--- config.mk ---
export PLATFORM = sky130hd
export DESIGN_NAME = iir_sample_sink
export DESIGN_NICKNAME = d
export VERILOG_FILES = /design/src/rtl/iir_pkg.sv /design/src/rtl/sync_fifo.sv /design/src/rtl/iir_sample_sink.sv
export SDC_FILE = /design/constraint.sdc
export NUM_CORES = 1
export LEC_CHECK = 0
export ABC_AREA = 1
export CAP_MARGIN = 15
export CORE_AREA = 2 2 274 168
export DETAILED_ROUTE_END_ITERATION = 8
export DIE_AREA = 0 0 276 170
export GPL_TIMING_DRIVEN = 1
export HOLD_SLACK_MARGIN = 0.1
export PLACE_DENSITY = 0.45
export SLEW_MARGIN = 10
export SYNTH_ARGS = -nofsm -noshare
export SYNTH_HDL_FRONTEND = slang
export SYNTH_SLANG_ARGS = --single-unit
--- constraint.sdc ---
create_clock -name clk -period 3.7 [get_ports clk]
set_input_delay 0.74 -clock clk [delete_from_list [all_inputs] [get_ports clk]]
set_output_delay 0.74 -clock clk [all_outputs]
set_load 0.05 [all_outputs]
--- src/rtl/iir_pkg.sv ---
// Shared definitions for the IIR filter output sink: default sample width,
// sink FSM state encoding and a constant-foldable ceil(log2) helper.
package iir_pkg;

    localparam int NB_DEF = 12;

    typedef enum logic [1:0] {
        IDLE    = 2'd0,
        COLLECT = 2'd1,
        DRAIN   = 2'd2,
        DONE    = 2'd3
    } sink_state_e;

    // ceil(log2(value)), usable in parameter and port width expressions
    function automatic int clog2(input int value);
        int result;
        result = 0;
        for (int i = 0; i < 32; i++) begin
            if ((1 << result) < value) begin
                result = result + 1;
            end else begin
                result = result;
            end
        end
        return result;
    endfunction

endpackage

--- src/rtl/sync_fifo.sv ---
// Single-clock FIFO with registered read port (1-cycle read latency) and
// extra-MSB pointers for full/empty discrimination.
module sync_fifo
    import iir_pkg::*;
#(
    parameter int W     = 13,
    parameter int DEPTH = 16
) (
    input  logic                  clk,
    input  logic                  rst_n,
    input  logic                  wr_en,
    input  logic [W-1:0]          wr_data,
    input  logic                  rd_en,
    output logic [W-1:0]          rd_data,
    output logic                  rd_valid,
    output logic [clog2(DEPTH):0] count,
    output logic                  full,
    output logic                  empty
);

    localparam int AW = clog2(DEPTH);
    localparam int PW = AW + 1;

    logic [W-1:0]  mem_r [DEPTH];
    logic [PW-1:0] wr_ptr_r;
    logic [PW-1:0] rd_ptr_r;
    logic [PW-1:0] count_r;
    logic [W-1:0]  rd_data_r;
    logic          rd_valid_r;
    logic          full_s;
    logic          empty_s;
    logic          do_wr_s;
    logic          do_rd_s;

    // Full/empty from pointers; a write into a full FIFO only succeeds alongside a pop
    always_comb begin
        empty_s = (wr_ptr_r == rd_ptr_r);
        full_s  = (wr_ptr_r[AW] != rd_ptr_r[AW]) &&
                  (wr_ptr_r[AW-1:0] == rd_ptr_r[AW-1:0]);
        do_rd_s = rd_en && !empty_s;
        do_wr_s = wr_en && (!full_s || do_rd_s);
    end

    // Storage, pointers, occupancy and the registered read port
    always_ff @(posedge clk or negedge rst_n) begin
        if (!rst_n) begin
            wr_ptr_r   <= {PW{1'b0}};
            rd_ptr_r   <= {PW{1'b0}};
            count_r    <= {PW{1'b0}};
            rd_data_r  <= {W{1'b0}};
            rd_valid_r <= 1'b0;
            for (int i = 0; i < DEPTH; i++) begin
                mem_r[i] <= {W{1'b0}};
            end
        end else begin
            if (do_wr_s) begin
                mem_r[wr_ptr_r[AW-1:0]] <= wr_data;
                wr_ptr_r                <= wr_ptr_r + PW'(1);
            end else begin
                wr_ptr_r <= wr_ptr_r;
            end
            if (do_rd_s) begin
                rd_data_r <= mem_r[rd_ptr_r[AW-1:0]];
                rd_ptr_r  <= rd_ptr_r + PW'(1);
            end else begin
                rd_data_r <= rd_data_r;
                rd_ptr_r  <= rd_ptr_r;
            end
            rd_valid_r <= do_rd_s;
            case ({do_wr_s, do_rd_s})
                2'b10:   count_r <= count_r + PW'(1);
                2'b01:   count_r <= count_r - PW'(1);
                default: count_r <= count_r;
            endcase
        end
    end

    assign rd_data  = rd_data_r;
    assign rd_valid = rd_valid_r;
    assign count    = count_r;
    assign full     = full_s;
    assign empty    = empty_s;

endmodule

--- src/rtl/iir_sample_sink.sv ---
// Receive end of the IIR filter stream: buffers samples, counts a frame and
// flags overflow/completion. Optional saturation statistics: IIR_SINK_SAT_STATS_EN.
module iir_sample_sink
    import iir_pkg::*;
#(
    parameter int NB        = NB_DEF,
    parameter int DEPTH     = 16,
    parameter int N_SAMPLES = 256,
    parameter int CNT_W     = 16
) (
    input  logic                  clk,
    input  logic                  rst_n,
    input  logic                  start,
    input  logic                  vIn,
    input  logic [NB:0]           dIn,
    input  logic                  rd_en,
    output logic [NB:0]           rd_data,
    output logic                  rd_valid,
    output logic [clog2(DEPTH):0] fifo_count,
    output logic [CNT_W-1:0]      sample_cnt,
    output logic                  overflow,
    output logic                  done
`ifdef IIR_SINK_SAT_STATS_EN
    ,
    output logic [CNT_W-1:0]      sat_cnt
`endif
);

    localparam int CW = clog2(DEPTH) + 1;

    sink_state_e          state_r;
    logic [CNT_W-1:0]     sample_cnt_r;
    logic                 overflow_r;
    logic                 done_r;
    logic [CW-1:0]        fifo_count_s;
    logic                 full_s;
    logic                 empty_s;
    logic                 wr_en_s;
    logic                 pop_s;
    logic [CNT_W-1:0]     cnt_next_s;
    logic                 last_s;
    logic                 drained_s;

    sync_fifo #(
        .W     (NB + 1),
        .DEPTH (DEPTH)
    ) u_fifo (
        .clk      (clk),
        .rst_n    (rst_n),
        .wr_en    (wr_en_s),
        .wr_data  (dIn),
        .rd_en    (rd_en),
        .rd_data  (rd_data),
        .rd_valid (rd_valid),
        .count    (fifo_count_s),
        .full     (full_s),
        .empty    (empty_s)
    );

    // Drained means occupancy is zero after this edge (no writes happen in DRAIN)
    always_comb begin
        wr_en_s    = (state_r == COLLECT) && vIn;
        pop_s      = rd_en && !empty_s;
        cnt_next_s = sample_cnt_r + CNT_W'(1);
        last_s     = (cnt_next_s == CNT_W'(N_SAMPLES));
        drained_s  = (fifo_count_s == CW'(0)) ||
                     ((fifo_count_s == CW'(1)) && pop_s);
    end

    // Frame FSM with sample counter, sticky overflow and done flag
    always_ff @(posedge clk or negedge rst_n) begin
        if (!rst_n) begin
            state_r      <= IDLE;
            sample_cnt_r <= {CNT_W{1'b0}};
            overflow_r   <= 1'b0;
            done_r       <= 1'b0;
        end else begin
            case (state_r)
                IDLE, DONE: begin
                    if (start) begin
                        state_r      <= COLLECT;
                        sample_cnt_r <= {CNT_W{1'b0}};
                        overflow_r   <= 1'b0;
                        done_r       <= 1'b0;
                    end else begin
                        state_r <= state_r;
                    end
                end
                COLLECT: begin
                    if (vIn) begin
                        sample_cnt_r <= cnt_next_s;
                        if (full_s && !pop_s) begin
                            overflow_r <= 1'b1;
                        end else begin
                            overflow_r <= overflow_r;
                        end
                        if (last_s) begin
                            state_r <= DRAIN;
                        end else begin
                            state_r <= COLLECT;
                        end
                    end else begin
                        state_r <= COLLECT;
                    end
                end
                DRAIN: begin
                    if (drained_s) begin
                        state_r <= DONE;
                        done_r  <= 1'b1;
                    end else begin
                        state_r <= DRAIN;
                    end
                end
                default: begin
                    state_r <= IDLE;
                end
            endcase
        end
    end

`ifdef IIR_SINK_SAT_STATS_EN
    localparam logic [NB:0] SAT_MIN = {1'b1, {NB{1'b0}}};
    localparam logic [NB:0] SAT_MAX = {1'b0, {NB{1'b1}}};

    logic [CNT_W-1:0] sat_cnt_r;
    logic             is_sat_s;

    // Rail detection on the incoming sample, regardless of whether it is stored
    always_comb begin
        is_sat_s = (dIn == SAT_MIN) || (dIn == SAT_MAX);
    end

    // Saturating count of railed samples within the current frame
    always_ff @(posedge clk or negedge rst_n) begin
        if (!rst_n) begin
            sat_cnt_r <= {CNT_W{1'b0}};
        end else if (((state_r == IDLE) || (state_r == DONE)) && start) begin
            sat_cnt_r <= {CNT_W{1'b0}};
        end else if ((state_r == COLLECT) && vIn && is_sat_s &&
                     (sat_cnt_r != {CNT_W{1'b1}})) begin
            sat_cnt_r <= sat_cnt_r + CNT_W'(1);
        end else begin
            sat_cnt_r <= sat_cnt_r;
        end
    end

    assign sat_cnt = sat_cnt_r;
`endif

    assign fifo_count = fifo_count_s;
    assign sample_cnt = sample_cnt_r;
    assign overflow   = overflow_r;
    assign done       = done_r;

endmodule

==> flow_summary.json, run 1 <==
{
  "drt_wl_total_mm": 36.22,
  "io_buffers": 54,
  "leakage_uw": 0.006269,
  "fin_crit_sh_pct": 73.58,
  "grt_use_total_pct": 15.60,
  "die_width_um": 276,
  "nFillCells": 4672,
  "drcViolationCount": 0,
  "cts-hold-fix-buffers": 0,
  "clkTransAtPathRegs_ns": 0.07,
  "overflow": 0,
  "synth_area_per_cell_um2": 8.961,
  "synth_fp_nets": 1401,
  "areaGrowthSynthToFinish_pct": 15.60,
  "outcome": "complete, no violations",
  "drt_iter0_drc": 759,
  "viasPerCell": 4.814,
  "cts_sinks": 257,
  "wire_per_inst_um": 18.23,
  "yosys_warnings": 0,
  "cts_buffers": 26,
  "power.density_nw_per_um2": 932.8,
  "place_hpwl_mm": 22.13,
  "synthCells": 1370,
  "critPathLaunch": "u_fifo.wr_ptr_r[3]$_DFFE_PN0P_",
  "cp.required_ns": 4.13,
  "ctsRootBufferMaster": "clkbuf_16",
  "hold_violations": 0,
  "cp_data_arrival_time_ns": 3.15,
  "slew_viol_final": 0,
  "via_count": 9566,
  "min_period_ns": 2.723,
  "cts_resized": 0,
  "tritoncts": "done",
  "yosysUniqueCellTypes": 40,
  "core_area_um2": 44290,
  "r2r_start": "u_fifo.wr_ptr_r[3]$_DFFE_PN0P_",
  "fmax_mhz": 367.3,
  "syn_area_um2": 12280,
  "synthTopCellsByArea": "dfrtp_1 52%, nand2_1 9.2%, o21ai_0 7.8%",
  "critical_path_class": "reg2reg",
  "slew_headroom_pct": 38.03,
  "postCtsSetupRepairBufs": 0,
  "layout-drive-gt1-share_pct": 10.09,
  "synth_largest_area_cell": "dfrtp_1",
  "drt-pass1-iter-count": 5,
  "h-tree-depth": 1,
  "synthTopCellsByCount": "301 x nand2_1, 257 x dfrtp_1, 192 x o21ai_0, 170 x nor2_1, 56 x o21ai_1",
  "antenna_found_initial": 1,
  "max_cap_violations": 0,
  "io_pins": 55,
  "synth.ff_latch_count": 257,
  "cts_buffer_depth": 3,
  "finalSetupViolCount": 0,
  "ant_nets": 0,
  "synth_edf_count": 0,
  "fin_cells": 1987,
  "fin_tns_setup_ns": 0,
  "grt_pass1_wl_mm": 57.06,
  "die_h_um": 170,
  "grt_pass1_vias": 9220,
  "fin_nets": 1408,
  "dp.cells": 1938,
  "cp_max_fo": 20,
  "place_congestion": 0.7998,
  "cp-end-kind": "flop",
  "synth-main-ff-cell": "dfrtp_1",
  "grt_max_degree": 108,
  "peakVddDrop_v": 0.0003917,
  "ys_seq_area_share_pct": 52.38,
  "tightest_slew_ns": 0.9295,
  "insertion_delay_ns": 0.55,
  "async_reset_ff_share_pct": 100.0,
  "synth.most_common_cell": "nand2_1",
  "start_util_pct": 27.72,
  "rsz0062_at_grt": "no",
  "hp-class": "in2async",
  "num_rows": 60,
  "netlist.area_leader.share_pct": 52.38,
  "dieArea_um2": 46920,
  "skew_ns": 0.01123,
  "start_kind": "flop"
}
[report_power, final]
group          total [µW]  switching [µW]  internal (µW)
clock network        2910            1180           1730
logic                5510            3630           1870
registers            4820             787           4040
total               13200            5600           7640
[final timing paths]
kind / slack (ns) / cells past startpoint / to
worst max-delay path: 0.98 / 12 / u_fifo.count[4]$_DFFE_PN0P_
worst max register to register: 0.98 / 12 / u_fifo.count[4]$_DFFE_PN0P_
max in group asynchronous: 2.60 / 2 / u_fifo.mem_r[5]$_DFFE_PN0P_
worst min register to register: 0.48 / 2 / u_fifo.mem_r[17]$_DFFE_PN0P_
worst min-delay path: 0.24 / 1 / sample_cnt[13]$_DFFE_PN0P_
min in group clk: 0.48 / 2 / u_fifo.mem_r[17]$_DFFE_PN0P_
[kinds of logic after synthesis]
group / Yosys count / synth area share, %
AND/OR/NAND/NOR: 533 / 18.70
adder cells (fa/ha/maj): 13 / 1.325
flip-flops: 257 / 52.38
buffers and inverters: 147 / 5.891
AO/OA/AOI/OAI: 383 / 18.81
multiplexers: 18 / 1.468
XOR/XNOR: 19 / 1.417
[flip-flops by register name (all words and copies together), names as in the netlist]
name             count
u_fifo.wr_ptr_r      5
u_fifo.rd_ptr_r      5
state_r              2
u_fifo.mem_r       208
overflow             1
u_fifo.rd_valid      1
sample_cnt          16
done                 1
u_fifo.rd_data      13
u_fifo.count         5
[placed cells by master, fill, tap and decap left out, types with 2 or more instances in the layout]
| cell type | count |
|---|---|
| a21oi_1 | 16 |
| a31oi_1 | 2 |
| a41oi_1 | 4 |
| buf_12 | 6 |
| buf_4 | 11 |
| bufinv_16 | 4 |
| clkbuf_1 | 5 |
| clkbuf_16 | 27 |
| clkbuf_8 | 6 |
| clkdlybuf4s50_1 | 53 |
| clkinv_1 | 2 |
| clkinv_2 | 5 |
| dfrtp_1 | 255 |
| dfrtp_4 | 2 |
| ha_1 | 13 |
| inv_1 | 49 |
| inv_2 | 3 |
| mux2i_1 | 18 |
| nand2_1 | 301 |
| nand3_1 | 34 |
| nand3_2 | 4 |
| nand4_1 | 7 |
| nand4_2 | 5 |
| nand4_4 | 7 |
| nor2_1 | 170 |
| o211ai_1 | 13 |
| o21ai_0 | 192 |
| o21ai_1 | 56 |
| o21ai_2 | 54 |
| o221ai_1 | 14 |
| o22ai_1 | 12 |
| o32ai_1 | 18 |
| xnor2_1 | 6 |
| xor2_1 | 12 |
[layer usage]
metal  part of all wire [%]  track usage [%]  up-vias  routed length, µm
met3                    4.9            2.485       41               1771
met1                     54            25.10     4699              19570
met2                     39            21.45      190              14290
li1                       -                -     4636                  -
met5                      0                0        -                  0
met4                    1.6            3.041        0                580
[final cells by class]
| class | count | area (µm²) | area share [%] |
|---|---|---|---|
| Antenna cell | 1 | 2.502 | 0.01763 |
| Clock buffer | 38 | 777.0 | 5.475 |
| Clock inverter | 10 | 152.6 | 1.076 |
| Inverter | 55 | 214.0 | 1.508 |
| Multi-Input combinational cell | 966 | 5122 | 36.09 |
| Sequential cell | 257 | 6439 | 45.37 |
| Tap cell | 589 | 737.0 | 5.193 |
| Timing Repair Buffer | 71 | 748.2 | 5.272 |
[stage by stage]
step                area, µm²  setup WS [ns]  power (µW)  util, %  hold WS (ns)
CTS                     14190         0.9580       13370    32.04        0.2995
floorplan               12280          1.269        8654        -        0.4444
global placement        13260         0.8252       10320    29.94        0.4590
finish                  14190         0.9774       13240    32.04        0.2393
detailed placement      13260         0.7810       10400    29.94        0.4629
global route            14190         0.7190       14260    32.04        0.3045
[critical path: stages (launching register included)]
cell,delay [ns]
dfrtp_1,0.81
xor2_2,0.13
nor2_1,0.18
nand3_1,0.12
nand2_1,0.11
clkinv_1,0.06
buf_4,0.21
ha_1,0.39
nor2_1,0.14
o21ai_0,0.08
a21oi_1,0.17
xnor2_1,0.14
inv_1,0.05
Note: power is estimated with default switching activity, not from simulation.
==> run 2: changes to the inputs <==
--- a/config.mk
+++ b/config.mk
@@ -12,7 +12,7 @@
 export DIE_AREA = 0 0 276 170
 export GPL_TIMING_DRIVEN = 1
 export HOLD_SLACK_MARGIN = 0.1
-export PLACE_DENSITY = 0.45
+export PLACE_DENSITY = 0.46
 export SLEW_MARGIN = 10
 export SYNTH_ARGS = -nofsm -noshare
 export SYNTH_HDL_FRONTEND = slang
==> constraint.sdc (replaced) <==
create_clock -name clk -period 2.49 [get_ports clk]
set_input_delay 0.498 -clock clk [delete_from_list [all_inputs] [get_ports clk]]
set_output_delay 0.498 -clock clk [all_outputs]
set_load 0.05 [all_outputs]
==> flow_summary.json, run 2 (same netlist as run 1, synthesis figures left out) <==
{
  "grt_pass1_vias": 9416,
  "place_area_um2": 13670,
  "place_congestion": 0.8348,
  "place_hpwl_mm": 22.81,
  "ctsRootBufferMaster": "clkbuf_16",
  "via_count": 9657,
  "pwr-share-clk_pct": 21.2,
  "power.density_nw_per_um2": 1353,
  "start_util_pct": 27.72,
  "final_cell_mix": "301 x nand2_1, 255 x dfrtp_1, 192 x o21ai_0",
  "intPower_uw": 11390,
  "largest_reg_flops": 208,
  "r2r_start": "u_fifo.rd_ptr_r[0]$_DFFE_PN0P_",
  "clkTransAtPathRegs_ns": 0.07,
  "dieArea_um2": 46920,
  "grt_use_total_pct": 16.14,
  "grt_max_degree": 108,
  "power_uw": 19720,
  "ff2ff_setup_slack_ns": 0.23,
  "num_rows": 60,
  "cts_buffers": 27,
  "drt-pass1-iter-count": 6,
  "h-tree-depth": 1,
  "cp-end-kind": "primary output",
  "cp_top_family": "buffers and inverters",
  "layout-drive-gt1-share_pct": 11.98,
  "wire_per_inst_um": 18.67,
  "min_period_ns": 2.365,
  "antenna_found_initial": 0,
  "critical_path_class": "reg2out",
  "seqPwrFrac_pct": 36.4,
  "final_common_cell": "nand2_1",
  "overflow": 0,
  "fin_nets": 1439,
  "cp_data_arrival_time_ns": 1.87,
  "slowest_delay_ns": 0.85,
  "slew_viol_final": 0,
  "critPathBufInv": 1,
  "viasPerCell": 4.790,
  "cp.required_ns": 1.99,
  "die_h_um": 170,
  "io_pins": 55,
  "postCtsSetupRepairBufs": 0,
  "cts_buffer_depth": 3,
  "grt_pass1_wl_mm": 58.78,
  "reg2regPathDepth": 7,
  "peakVddDrop_v": 0.0005922,
  "start_kind": "flop",
  "regMostFlops": "u_fifo.mem_r",
  "die_width_um": 276,
  "fin_tns_setup_ns": 0,
  "cts-hold-fix-buffers": 1,
  "insertion_delay_ns": 0.56,
  "leakage_uw": 0.006482,
  "outcome": "complete, no violations",
  "ant_nets": 0,
  "slowest_stage": "clkdlybuf4s50_1",
  "hp-class": "in2async",
  "tightest_slew_ns": 0.8156,
  "num_antenna_cells": 0,
  "slew_headroom_pct": 45.57,
  "switching_share_pct": 42.26,
  "io_buffers": 54,
  "hold_violations": 0,
  "cts_resized": 0,
  "cts_sinks": 257,
  "final_area_um2": 14580,
  "finalSetupViolCount": 0,
  "max_cap_violations": 0,
  "drt_wl_total_mm": 37.63,
  "skew_ns": 0.02475,
  "worstReg2RegEnd": "u_fifo.rd_data[0]$_DFFE_PN0P_",
  "crit_chain": "clkdlybuf4s50_1",
  "drcViolationCount": 0,
  "core_area_um2": 44290,
  "power.switching_uw": 8333,
  "drt_iter0_drc": 830,
  "rsz0062_at_grt": "no",
  "cp_max_fo": 7,
  "tritoncts": "done",
  "fmax_mhz": 422.9,
  "power_frac_comb_pct": 42.5,
  "areaGrowthSynthToFinish_pct": 18.72,
  "fin_crit_sh_pct": 94.97
}
==> run 2: per-layer routing <==
layer / global-route usage (%) / up-vias / wire length (µm)
met5: 0 / - / 0
met1: 25.12 / 4712 / 19670
met3: 2.306 / 27 / 1715
met2: 23.86 / 205 / 15860
met4: 2.423 / 0 / 386
li1: - / 4713 / -
==> run 2: metrics by stage <==
step | std cells | hold slack, ns | worst slack (ns) | utilization, %
detailed placement | 1967 | 0.4468 | 0.1698 | 30.85
CTS | 2016 | 0.4638 | 0.08553 | 32.91
global placement | 1967 | 0.4502 | 0.2125 | 30.85
global route | 2016 | 0.4743 | 0.05137 | 32.91
finish | 2016 | 0.4535 | 0.1252 | 32.91
floorplan | 1370 | 0.2024 | 0.05861 | -
==> run 2: worst max path at each step <==
stage | start | to | slack, ns | depth (start not counted)
2_1_floorplan | u_fifo.rd_ptr_r[0]$_DFFE_PN0P_ | u_fifo.count[4]$_DFFE_PN0P_ | 0.06 | 13
3_3_place_gp | rd_en | u_fifo.mem_r[56]$_DFFE_PN0P_ | 0.21 | 11
3_5_place_dp | rd_en | u_fifo.mem_r[165]$_DFFE_PN0P_ | 0.17 | 11
4_1_cts | u_fifo.count[0]$_DFFE_PN0P_ | fifo_count[0] | 0.09 | 1
5_1_grt | u_fifo.rd_ptr_r[0]$_DFFE_PN0P_ | u_fifo.count[4]$_DFFE_PN0P_ | 0.05 | 13
6_report | u_fifo.count[0]$_DFFE_PN0P_ | fifo_count[0] | 0.13 | 1
==> run 2: power by group through the flow <==
stage | registers, µW | clock network [µW] | logic (µW)
2_1_floorplan | 7730 | 0 | 5130
4_1_cts | 7180 | 4300 | 8460
6_report | 7170 | 4170 | 8380
3_5_place_dp | 7230 | 0 | 8430
5_1_grt | 7410 | 4470 | 9370
3_3_place_gp | 7210 | 0 | 8350
==> run 2: cell type report <==
type | instances | area, µm²
Clock buffer | 38 | 787.0
Clock inverter | 10 | 112.6
Fill cell | 4606 | 29720
Inverter | 55 | 214.0
Multi-Input combinational cell | 966 | 5122
Sequential cell | 257 | 6439
Tap cell | 589 | 737.0
Timing Repair Buffer | 101 | 1164
